==> config.mk <==
export PLATFORM = sky130hd
export DESIGN_NAME = axis_route_demux
export DESIGN_NICKNAME = d
export VERILOG_FILES = /design/src/rtl/axis_route_demux.sv
export SDC_FILE = /design/constraint.sdc
export NUM_CORES = 1
export LEC_CHECK = 0
export BUFFER_PORTS_ARGS = -buffer_cell sky130_fd_sc_hd__buf_2
export CAP_MARGIN = 20
export CORE_MARGIN = 2
export CORE_UTILIZATION = 30
export DETAILED_ROUTE_END_ITERATION = 6
export PLACE_DENSITY = 0.57
export SLEW_MARGIN = 15
export SYNTH_ARGS = -nofsm -noshare
export SYNTH_HDL_FRONTEND = slang
export SYNTH_SLANG_ARGS = --single-unit
==> constraint.sdc <==
create_clock -name clk_i -period 1.8 [get_ports clk_i]
set_input_delay 0.09 -clock clk_i [delete_from_list [all_inputs] [get_ports clk_i]]
set_output_delay 0.09 -clock clk_i [all_outputs]
set_load 0.01 [all_outputs]
==> src/rtl/axis_route_demux.sv <==
// Packet-locked AXI-Stream output demultiplexer for one mesh NoC router port.
// Routes a header beat XY or YX, holds that channel until TLAST, drops the rest.
module axis_route_demux #(
    parameter int DATA_WIDTH     = 32,
    parameter int ID_WIDTH       = 4,
    parameter int CHANNEL_NUMBER = 5,
    parameter int MAX_ROUTERS_X  = 4,
    parameter int MAX_ROUTERS_Y  = 4,
    parameter int ROUTER_X       = 0,
    parameter int ROUTER_Y       = 0,
    parameter int ROUTING_MODE   = 0,
    parameter int ROUTING_HEADER = 0,
    parameter int CNT_WIDTH      = 16
) (
    input  logic                                clk_i,
    input  logic                                rst_n_i,
    input  logic                                in_tvalid_i,
    output logic                                in_tready_o,
    input  logic [DATA_WIDTH-1:0]               in_tdata_i,
    input  logic [ID_WIDTH-1:0]                 in_tid_i,
    input  logic                                in_tlast_i,
    output logic [CHANNEL_NUMBER-1:0]           out_tvalid_o,
    input  logic [CHANNEL_NUMBER-1:0]           out_tready_i,
    output logic [DATA_WIDTH-1:0]               out_tdata_o,
    output logic [ID_WIDTH-1:0]                 out_tid_o,
    output logic                                out_tlast_o,
    output logic [CHANNEL_NUMBER*CNT_WIDTH-1:0] pkt_cnt_o,
    output logic [CNT_WIDTH-1:0]                drop_cnt_o
);

    localparam int XW = (MAX_ROUTERS_X > 1) ? $clog2(MAX_ROUTERS_X) : 1;
    localparam int YW = (MAX_ROUTERS_Y > 1) ? $clog2(MAX_ROUTERS_Y) : 1;

    localparam logic [XW:0]   X_LIM  = (XW + 1)'(MAX_ROUTERS_X);
    localparam logic [YW:0]   Y_LIM  = (YW + 1)'(MAX_ROUTERS_Y);
    localparam logic [XW-1:0] X_HOME = XW'(ROUTER_X);
    localparam logic [YW-1:0] Y_HOME = YW'(ROUTER_Y);

    localparam logic [ID_WIDTH-1:0]  HDR_ID  = ID_WIDTH'(ROUTING_HEADER);
    localparam logic [CNT_WIDTH-1:0] CNT_MAX = '1;
    localparam logic [CNT_WIDTH-1:0] CNT_ONE = CNT_WIDTH'(1);

    localparam logic [2:0] CH_LOCAL = 3'd0;
    localparam logic [2:0] CH_NORTH = 3'd1;
    localparam logic [2:0] CH_SOUTH = 3'd2;
    localparam logic [2:0] CH_EAST  = 3'd3;
    localparam logic [2:0] CH_WEST  = 3'd4;

    typedef enum logic [1:0] {
        S_IDLE = 2'd0,
        S_FWD  = 2'd1,
        S_DROP = 2'd2
    } state_e;

    state_e               state_q, state_d;
    logic [2:0]           lock_q, lock_d;
    logic [CNT_WIDTH-1:0] pkt_cnt_q [CHANNEL_NUMBER];
    logic [CNT_WIDTH-1:0] pkt_cnt_d [CHANNEL_NUMBER];
    logic [CNT_WIDTH-1:0] drop_cnt_q, drop_cnt_d;

    logic [XW-1:0]             tx;
    logic [YW-1:0]             ty;
    logic                      x_gt, x_lt, y_gt, y_lt;
    logic                      out_of_range;
    logic                      is_hdr;
    logic [2:0]                route;
    logic [CHANNEL_NUMBER-1:0] pkt_inc;
    logic                      drop_inc;

    assign tx = in_tdata_i[XW-1:0];
    assign ty = in_tdata_i[XW+YW-1:XW];

    assign x_gt = tx > X_HOME;
    assign x_lt = tx < X_HOME;
    assign y_gt = ty > Y_HOME;
    assign y_lt = ty < Y_HOME;

    assign out_of_range = ({1'b0, tx} >= X_LIM) || ({1'b0, ty} >= Y_LIM);
    assign is_hdr       = in_tid_i == HDR_ID;

    // Dimension order: the first unresolved axis picks the port.
    always_comb begin
        route = CH_LOCAL;
        if (ROUTING_MODE == 0) begin
            if (x_gt) begin
                route = CH_EAST;
            end else if (x_lt) begin
                route = CH_WEST;
            end else if (y_gt) begin
                route = CH_NORTH;
            end else if (y_lt) begin
                route = CH_SOUTH;
            end
        end else begin
            if (y_gt) begin
                route = CH_NORTH;
            end else if (y_lt) begin
                route = CH_SOUTH;
            end else if (x_gt) begin
                route = CH_EAST;
            end else if (x_lt) begin
                route = CH_WEST;
            end
        end
    end

    always_comb begin
        state_d      = state_q;
        lock_d       = lock_q;
        in_tready_o  = 1'b0;
        out_tvalid_o = '0;
        pkt_inc      = '0;
        drop_inc     = 1'b0;

        unique case (state_q)
            S_IDLE: begin
                if (in_tvalid_i) begin
                    if (!is_hdr) begin
                        in_tready_o = 1'b1;
                        drop_inc    = 1'b1;
                    end else if (out_of_range) begin
                        in_tready_o = 1'b1;
                        drop_inc    = 1'b1;
                        if (!in_tlast_i) begin
                            state_d = S_DROP;
                        end
                    end else begin
                        out_tvalid_o[route] = 1'b1;
                        in_tready_o         = out_tready_i[route];
                        if (out_tready_i[route]) begin
                            lock_d         = route;
                            pkt_inc[route] = 1'b1;
                            if (!in_tlast_i) begin
                                state_d = S_FWD;
                            end
                        end
                    end
                end
            end
            // Mid-packet the TID is payload, even if it equals the header ID.
            S_FWD: begin
                if (in_tvalid_i) begin
                    out_tvalid_o[lock_q] = 1'b1;
                    in_tready_o          = out_tready_i[lock_q];
                    if (out_tready_i[lock_q] && in_tlast_i) begin
                        state_d = S_IDLE;
                    end
                end
            end
            S_DROP: begin
                if (in_tvalid_i) begin
                    in_tready_o = 1'b1;
                    drop_inc    = 1'b1;
                    if (in_tlast_i) begin
                        state_d = S_IDLE;
                    end
                end
            end
            default: begin
                state_d = S_IDLE;
            end
        endcase
    end

    always_comb begin
        drop_cnt_d = drop_cnt_q;
        if (drop_inc && (drop_cnt_q != CNT_MAX)) begin
            drop_cnt_d = drop_cnt_q + CNT_ONE;
        end
        for (int c = 0; c < CHANNEL_NUMBER; c++) begin
            pkt_cnt_d[c] = pkt_cnt_q[c];
            if (pkt_inc[c] && (pkt_cnt_q[c] != CNT_MAX)) begin
                pkt_cnt_d[c] = pkt_cnt_q[c] + CNT_ONE;
            end
        end
    end

    always_ff @(posedge clk_i or negedge rst_n_i) begin
        if (!rst_n_i) begin
            state_q    <= S_IDLE;
            lock_q     <= CH_LOCAL;
            drop_cnt_q <= '0;
            for (int c = 0; c < CHANNEL_NUMBER; c++) begin
                pkt_cnt_q[c] <= '0;
            end
        end else begin
            state_q    <= state_d;
            lock_q     <= lock_d;
            drop_cnt_q <= drop_cnt_d;
            for (int c = 0; c < CHANNEL_NUMBER; c++) begin
                pkt_cnt_q[c] <= pkt_cnt_d[c];
            end
        end
    end

    for (genvar g = 0; g < CHANNEL_NUMBER; g++) begin : g_cnt
        assign pkt_cnt_o[g*CNT_WIDTH +: CNT_WIDTH] = pkt_cnt_q[g];
    end

    assign drop_cnt_o  = drop_cnt_q;
    assign out_tdata_o = in_tdata_i;
    assign out_tid_o   = in_tid_i;
    assign out_tlast_o = in_tlast_i;

endmodule

==> results of run 1 <==
-- layer usage --
| layer | routed length, µm | vias up | global-route usage (%) |
|---|---|---|---|
| met2 | 5000 | 96 | 22.13 |
| met1 | 4439 | 1635 | 16.34 |
| met5 | 0 | - | 0 |
| met4 | 254 | 0 | 6.601 |
| li1 | - | 1611 | - |
| met3 | 541 | 22 | 3.388 |
-- report_power, final --
part           total, mW  switching (mW)  leakage (nW)  internal [mW]
combinational      0.703           0.359          1.61          0.343
sequential          2.06          0.0854          1.11           1.97
clock               1.75           0.743         0.135           1.01
-- what timing repair did --
item	4_1_cts	5_1_grt
setup endpoints to repair	28	33
pin swaps	2	9
gates resized for setup	6	23
hold buffers	2	0
endpoints found under the hold margin	25	0
buffers inserted	5	7
-- worst max-delay path, stage by stage (launching register included) --
cell,delay (ns)
sky130_fd_sc_hd__dfrtp_1,0.39
sky130_fd_sc_hd__mux4_2,0.51
sky130_fd_sc_hd__nand2b_1,0.16
sky130_fd_sc_hd__o311a_2,0.13
sky130_fd_sc_hd__buf_2,0.15
-- per-stage QoR --
| step | cell area (µm²) | hold WS, ns | std cells | setup WS (ns) |
|---|---|---|---|---|
| floorplan | 4393 | -0.2056 | 427 | -0.09257 |
| global placement | 5135 | 0.02638 | 705 | -0.2768 |
| detailed placement | 5135 | 0.03708 | 705 | -0.3088 |
| CTS | 5509 | 0.09271 | 728 | 0.007887 |
| global route | 5685 | 0.1501 | 735 | -0.06093 |
| finish | 5685 | 0.1090 | 735 | 0.03038 |
-- sequential cells by signal, summed over array words and instances (netlist names) --
register / cells
lock_q: 2
state_q: 1
drop_cnt_o: 16
pkt_cnt_o: 64
-- logic make-up after synthesis --
| group | count (synthesis) | share of synthesized area [%] |
|---|---|---|
| AND/OR/NAND/NOR | 152 | 20.16 |
| buffers and inverters | 82 | 12.67 |
| flip-flops | 83 | 48.02 |
| AO/OA/AOI/OAI | 30 | 4.947 |
| other | 1 | 0.08670 |
| XOR/XNOR | 46 | 9.315 |
| adder cells (fa/ha/maj) | 4 | 1.157 |
| multiplexers | 13 | 3.645 |
-- layout by cell type, fill, tap and decap left out, drive strengths merged, types with 2 or more instances in the layout --
| cell | count |
|---|---|
| a21boi | 2 |
| a21oi | 6 |
| a31oi | 8 |
| and2 | 5 |
| and3 | 10 |
| and4 | 2 |
| buf | 184 |
| clkbuf | 12 |
| clkinv | 2 |
| clkinvlp | 2 |
| conb | 17 |
| dfrtp | 83 |
| dlygate4sd3 | 2 |
| ha | 4 |
| inv | 8 |
| mux2 | 12 |
| nand2 | 40 |
| nand2b | 4 |
| nand3 | 30 |
| nand4 | 12 |
| nor2 | 13 |
| nor2b | 2 |
| nor3 | 14 |
| nor3b | 5 |
| nor4 | 7 |
| o21ai | 4 |
| o31ai | 2 |
| or4 | 2 |
| xnor2 | 32 |
| xor2 | 14 |
-- worst min-delay path by stage --
stage / depth (start not counted) / to / slack [ns] / startpoint
final: 4 / state_q[0] / 0.11 / in_tvalid_i
after global routing: 3 / state_q[0] / 0.15 / in_tvalid_i
after CTS: 4 / state_q[0] / 0.09 / in_tvalid_i
after detailed placement: 1 / pkt_cnt_o[56] / 0.04 / rst_n_i
after global placement: 1 / pkt_cnt_o[56] / 0.03 / rst_n_i
after floorplan: 0 / drop_cnt_o[0] / -0.21 / rst_n_i
-- area by class of cell --
type	instances	area, µm²
Timing Repair Buffer	186	1164
Sequential cell	83	2081
Clock inverter	4	25.02
Tap cell	180	225.2
Clock buffer	12	256.5
Inverter	8	30.03
Fill cell	1388	8303
Multi-Input combinational cell	262	1904
==> PnR_summary.wiki, run 1 <==
{| class="wikitable"
! Metric !! Value
|-
| Status || finished clean
|-
| Leading cell type by number of instances after synthesis || sky130_fd_sc_hd__dfrtp_1
|-
| Antenna cells || 0
|-
| Clock insertion delay at the later pin of the skew report || 0.34 ns
|-
| Total power of the final layout || about 4.5 mW
|-
| Fin crit share || 98.31%
|-
| Max Cap Violations || 0
|-
| Biggest fanout along the worst timing path || 2
|-
| Cell Rows || 43
|-
| Sum of negative setup slack || 0 ns
|-
| First-pass GRT wire length || 15.88 mm
|-
| Worst setup path endpoint || in_tready_o
|-
| Worst ir drop on vdd || 417.6 µV
|-
| Sequential area share after synthesis || 48.02%
|-
| Largest net degree at the start of global routing || 40
|-
| Count of unique library cells instantiated by Yosys || 53
|-
| Initial antenna violation count || 0
|-
| Crit. End Element || output port
|-
| Primary flip-flop cell chosen by synthesis mapping || sky130_fd_sc_hd__dfrtp_1
|-
| Area of the mapped netlist || 0.004325 mm²
|-
| Ranking of synthesized cells by instance count || 83 x sky130_fd_sc_hd__dfrtp_1, 54 x sky130_fd_sc_hd__buf_4, 40 x sky130_fd_sc_hd__nand2_1, 32 x sky130_fd_sc_hd__xnor2_1, 30 x sky130_fd_sc_hd__nand3_1
|-
| Syn Inst Count || 411
|-
| Critical register-to-register path endpoint || drop_cnt_o[12]
|-
| P_leak || 2.853 nW
|-
| Initial DRC count || 119
|-
| Setup repair after global routing missed its margin || yes
|-
| Area contributors post-synth || sky130_fd_sc_hd__dfrtp_1 48%, sky130_fd_sc_hd__buf_4 9.4%, sky130_fd_sc_hd__xnor2_1 6.5%, sky130_fd_sc_hd__nand2_1 3.5%, sky130_fd_sc_hd__nand3_1 3.5%
|-
| Clock slew seen by the registers of the worst setup and hold paths || roughly 0.06 ns
|-
| Final Max Tran Viols || 0
|-
| Path depth of the worst reg2reg path || 7
|-
| Worst r2r src || drop_cnt_o[1]
|-
| Vias after detailed routing || 3,364
|-
| Clock tree from TritonCTS || built
|-
| Overall track demand over capacity in global routing || 13.43%
|-
| DP HPWL || 7.761 mm
|-
| Post-layout net count || between 500 and 600
|-
| Post-synthesis register bit count || 83
|-
| Input/output buffers || 109
|-
| Worst Tran Pin Value || 0.6299 ns
|-
| Slew headroom || 57.56%
|-
| Total congestion overflow || 0
|-
| Per-cell routed wire length || 13.93 µm
|-
| Number of top-level pins || 184
|-
| Crit path arrival time || approximately 1.7 ns
|-
| Core region area || 0.01399 mm²
|-
| Hold crit path type || input port to flip-flop
|-
| Starting density of the core || roughly 31%
|-
| CTS root buffer || sky130_fd_sc_hd__clkbuf_16
|-
| Power per Cell Area || 792.9 mW/mm²
|-
| Die X-Extent || around 120 µm
|-
| Total CTS buffers || 9
|-
| Critical Path RT || roughly 1.7 ns
|-
| Post-route antenna net violation count || 0
|-
| Area grow syn2layout || 31.44%
|-
| Reg2reg setup slack || 0.06 ns
|-
| Synth Warn # || 0
|-
| Critical path launch point type || flip-flop
|-
| Total wire length || 10.24 mm
|-
| Critical Path Source || lock_q[0]
|-
| Die Span Y || between 100 and 150 µm
|-
| Die Footprint || 0.01539 mm²
|-
| Routability congestion estimate from global placement || 0.8203
|-
| Number of flops mapped to enable cells by yosys || 0
|-
| Path type of the worst setup path || flip-flop to output port
|-
| Post-Route Utilization || ~40%
|-
| Average vias per placed instance || 4.577
|-
| Area share of the leading cell type in the synthesized netlist || ~48%
|-
| Post-Route Skew || 0.009072 ns
|-
| Total clock sinks || 83
|-
| Max H-tree Level || 3
|-
| Proportion of register bits with asynchronous set or reset after synthesis || 100.0%
|-
| Via count of the first global-routing pass || 3,274
|-
| Total DRC errors in the routed layout || 0
|-
| Count of final setup violators || 0
|-
| Number of hold violations in the final report || 0
|-
| Layout cell share with drive strength beyond 1 || 45.05%
|-
| Deepest clock path buffer count || 2
|-
| Maximum frequency from static timing analysis || 565.1 MHz
|-
| Final critical delay including setup and external delays || 1.770 ns
|-
| Pre-antenna DRT Iters || 4
|-
| Biggest area consumer among synthesized cells || sky130_fd_sc_hd__dfrtp_1
|-
| Avg Inst Size Synth || 10.52 µm²
|}
Power figures use the tool's default switching activity.
==> run 2, diff against run 1 <==
--- a/config.mk
+++ b/config.mk
@@ -10,7 +10,7 @@
 export CORE_MARGIN = 2
 export CORE_UTILIZATION = 30
 export DETAILED_ROUTE_END_ITERATION = 6
-export PLACE_DENSITY = 0.57
+export PLACE_DENSITY = 0.68
 export SLEW_MARGIN = 15
 export SYNTH_ARGS = -nofsm -noshare
 export SYNTH_HDL_FRONTEND = slang
==> PnR_summary.wiki, run 2 (synthesis gave the netlist of run 1 again) <==
{| class="wikitable"
! Metric !! Value
|-
| Most common library cell in the layout ignoring fill and taps || sky130_fd_sc_hd__buf_2
|-
| Via count of the first global-routing pass || roughly 3,300
|-
| DP HPWL || between 7 and 8 mm
|-
| Area grow syn2layout || 31.27%
|-
| Number of top-level pins || 184
|-
| Total wire length || 10.36 mm
|-
| Clock slew seen by the registers of the worst setup and hold paths || ~0.060 ns
|-
| Vias after detailed routing || 3,370
|-
| Layout cell share with drive strength beyond 1 || 44.93%
|-
| Post-Route Utilization || 40.59%
|-
| Deepest clock path buffer count || 2
|-
| Crit path arrival time || 1.66 ns
|-
| Antenna cells || 0
|-
| Die Span Y || 124.1 µm
|-
| Fin crit share || 97.39%
|-
| Power per Cell Area || 827.2 mW/mm²
|-
| Per-cell routed wire length || 14.15 µm
|-
| First-pass GRT wire length || 16.08 mm
|-
| Input/output buffers || 109
|-
| Total congestion overflow || 0
|-
| Max H-tree Level || 3
|-
| Post-layout net count || 596
|-
| Worst Tran Pin Value || 0.5996 ns
|-
| Worst ir drop on vdd || 504.1 µV
|-
| Pre-antenna DRT Iters || 4
|-
| Initial antenna violation count || 0
|-
| P_leak || 2.886 nW
|-
| CTS root buffer || sky130_fd_sc_hd__clkbuf_16
|-
| Slowest cell delay on critical path || 0.54 ns
|-
| Die Footprint || 0.01539 mm²
|-
| Commonest cells after routing, fill and taps aside || 107 x sky130_fd_sc_hd__buf_2, 81 x sky130_fd_sc_hd__dfrtp_1, 71 x sky130_fd_sc_hd__buf_4
|-
| Path type of the worst setup path || flip-flop to output port
|-
| Combinational fraction of design power || 14.8%
|-
| Maximum frequency from static timing analysis || 570.4 MHz
|-
| Hold slack final || about 0.13 ns
|-
| Max FFs per register || 64
|-
| Overall track demand over capacity in global routing || 13.68%
|-
| Crit. End Element || output port
|-
| Starting density of the core || a little under a third
|-
| Initial DRC count || 105
|-
| Number of hold violations in the final report || 0
|-
| Part of the total power dissipated in the clock network || between 40% and 50%
|-
| Total CTS buffers || 9
|-
| Int Pwr || 3.493 mW
|-
| Core region area || 0.01399 mm²
|-
| Total DRC errors in the routed layout || 0
|-
| Count of final setup violators || 0
|-
| Library cell contributing the largest single delay on the critical path || sky130_fd_sc_hd__mux4_2
|-
| Critical Path RT || approximately 1.7 ns
|-
| Clock tree from TritonCTS || built
|-
| Switching power share of the total || 25.63%
|-
| Average vias per placed instance || 4.604
|-
| Total clock sinks || 83
|-
| Hold crit path type || input port to flip-flop
|-
| Net Sw Power || around 1.2 mW
|-
| Final critical delay including setup and external delays || 1.753 ns
|-
| Clock insertion delay at the later pin of the skew report || 0.34 ns
|-
| Routability congestion estimate from global placement || 0.7869
|-
| Slew headroom || between 50% and 60%
|-
| Critical path, cell by cell || mux4_2, nand2b_4, o311a_4, buf_6
|-
| Max Cap Violations || 0
|-
| Largest net degree at the start of global routing || 36
|-
| Cell Rows || between 40 and 50
|-
| Post-Route Skew || 0.004827 ns
|-
| Post-route antenna net violation count || 0
|-
| Die X-Extent || 124.1 µm
|-
| Critical path launch point type || flip-flop
|-
| Biggest fanout along the worst timing path || 2
|-
| Setup repair after global routing missed its margin || yes
|-
| Status || finished clean
|-
| Final Max Tran Viols || 0
|-
| Sum of negative setup slack || 0 ns
|-
| Relative contribution of sequential cells to total power || 44.0%
|}
run 2: what timing repair did:
item / in CTS / in global routing
hold buffers: 2 / 0
gates resized for setup: 8 / 21
pin swaps: 1 / 14
hold endpoints to repair: 32 / 0
endpoints found under the setup margin: 18 / 30
buffers inserted: 2 / 10
run 2: per-stage QoR:
stage                     instances  total power [mW]  worst slack, ns  area (µm²)
after floorplan                 427             2.478         -0.09257        4393
after global placement          703             2.727          -0.2647        5120
after detailed placement        703             2.752          -0.2875        5120
after CTS                       723             4.734         0.003726        5512
after global routing            732             4.933         -0.02949        5678
final                           732             4.697          0.04699        5678
run 2: area by class of cell:
| cell class | count | area (µm²) |
|---|---|---|
| Clock inverter | 4 | 47.55 |
| Timing Repair Buffer | 183 | 1131 |
| Tap cell | 180 | 225.2 |
| Fill cell | 1390 | 8310 |
| Clock buffer | 12 | 266.5 |
| Multi-Input combinational cell | 262 | 1898 |
| Sequential cell | 83 | 2079 |
| Inverter | 8 | 30.03 |
run 2: worst max-delay path: cells and delay by family (launching register included):
family,cells,cell delay (ns)
AO/OA/AOI/OAI,1,0.12
buffers and inverters,1,0.12
flip-flops,1,0.38
multiplexers,1,0.54
AND/OR/NAND/NOR,1,0.16
run 2: routing by layer:
layer / wire [µm] / global-route usage (%)
met2: 5142 / 22.13
met4: 180 / 6.250
met5: 0 / 0
met3: 699 / 4.121
met1: 4335 / 16.74
run 2: final timing paths:
| kind | cells after the start | end | startpoint | slack, ns |
|---|---|---|---|---|
| setup / recovery | 4 | in_tready_o | lock_q[0] | 0.05 |
| setup reg to reg | 5 | pkt_cnt_o[14] | pkt_cnt_o[8] | 0.07 |
| hold reg to reg | 0 | pkt_cnt_o[38] | pkt_cnt_o[38] | 0.37 |
| min in group asynchronous | 2 | pkt_cnt_o[50] | rst_n_i | 0.25 |
| max in group asynchronous | 3 | pkt_cnt_o[43] | rst_n_i | 0.97 |
| hold / removal | 3 | state_q[0] | in_tvalid_i | 0.13 |
run 2: power groups by stage:
| stage | Combinational, mW | Sequential [mW] | Clock (mW) |
|---|---|---|---|
| after floorplan | 0.319 | 2.16 | 0 |
| after global placement | 0.646 | 2.08 | 0 |
| after detailed placement | 0.662 | 2.09 | 0 |
| after CTS | 0.676 | 2.06 | 2.00 |
| after global routing | 0.780 | 2.08 | 2.08 |
| final | 0.693 | 2.07 | 1.94 |
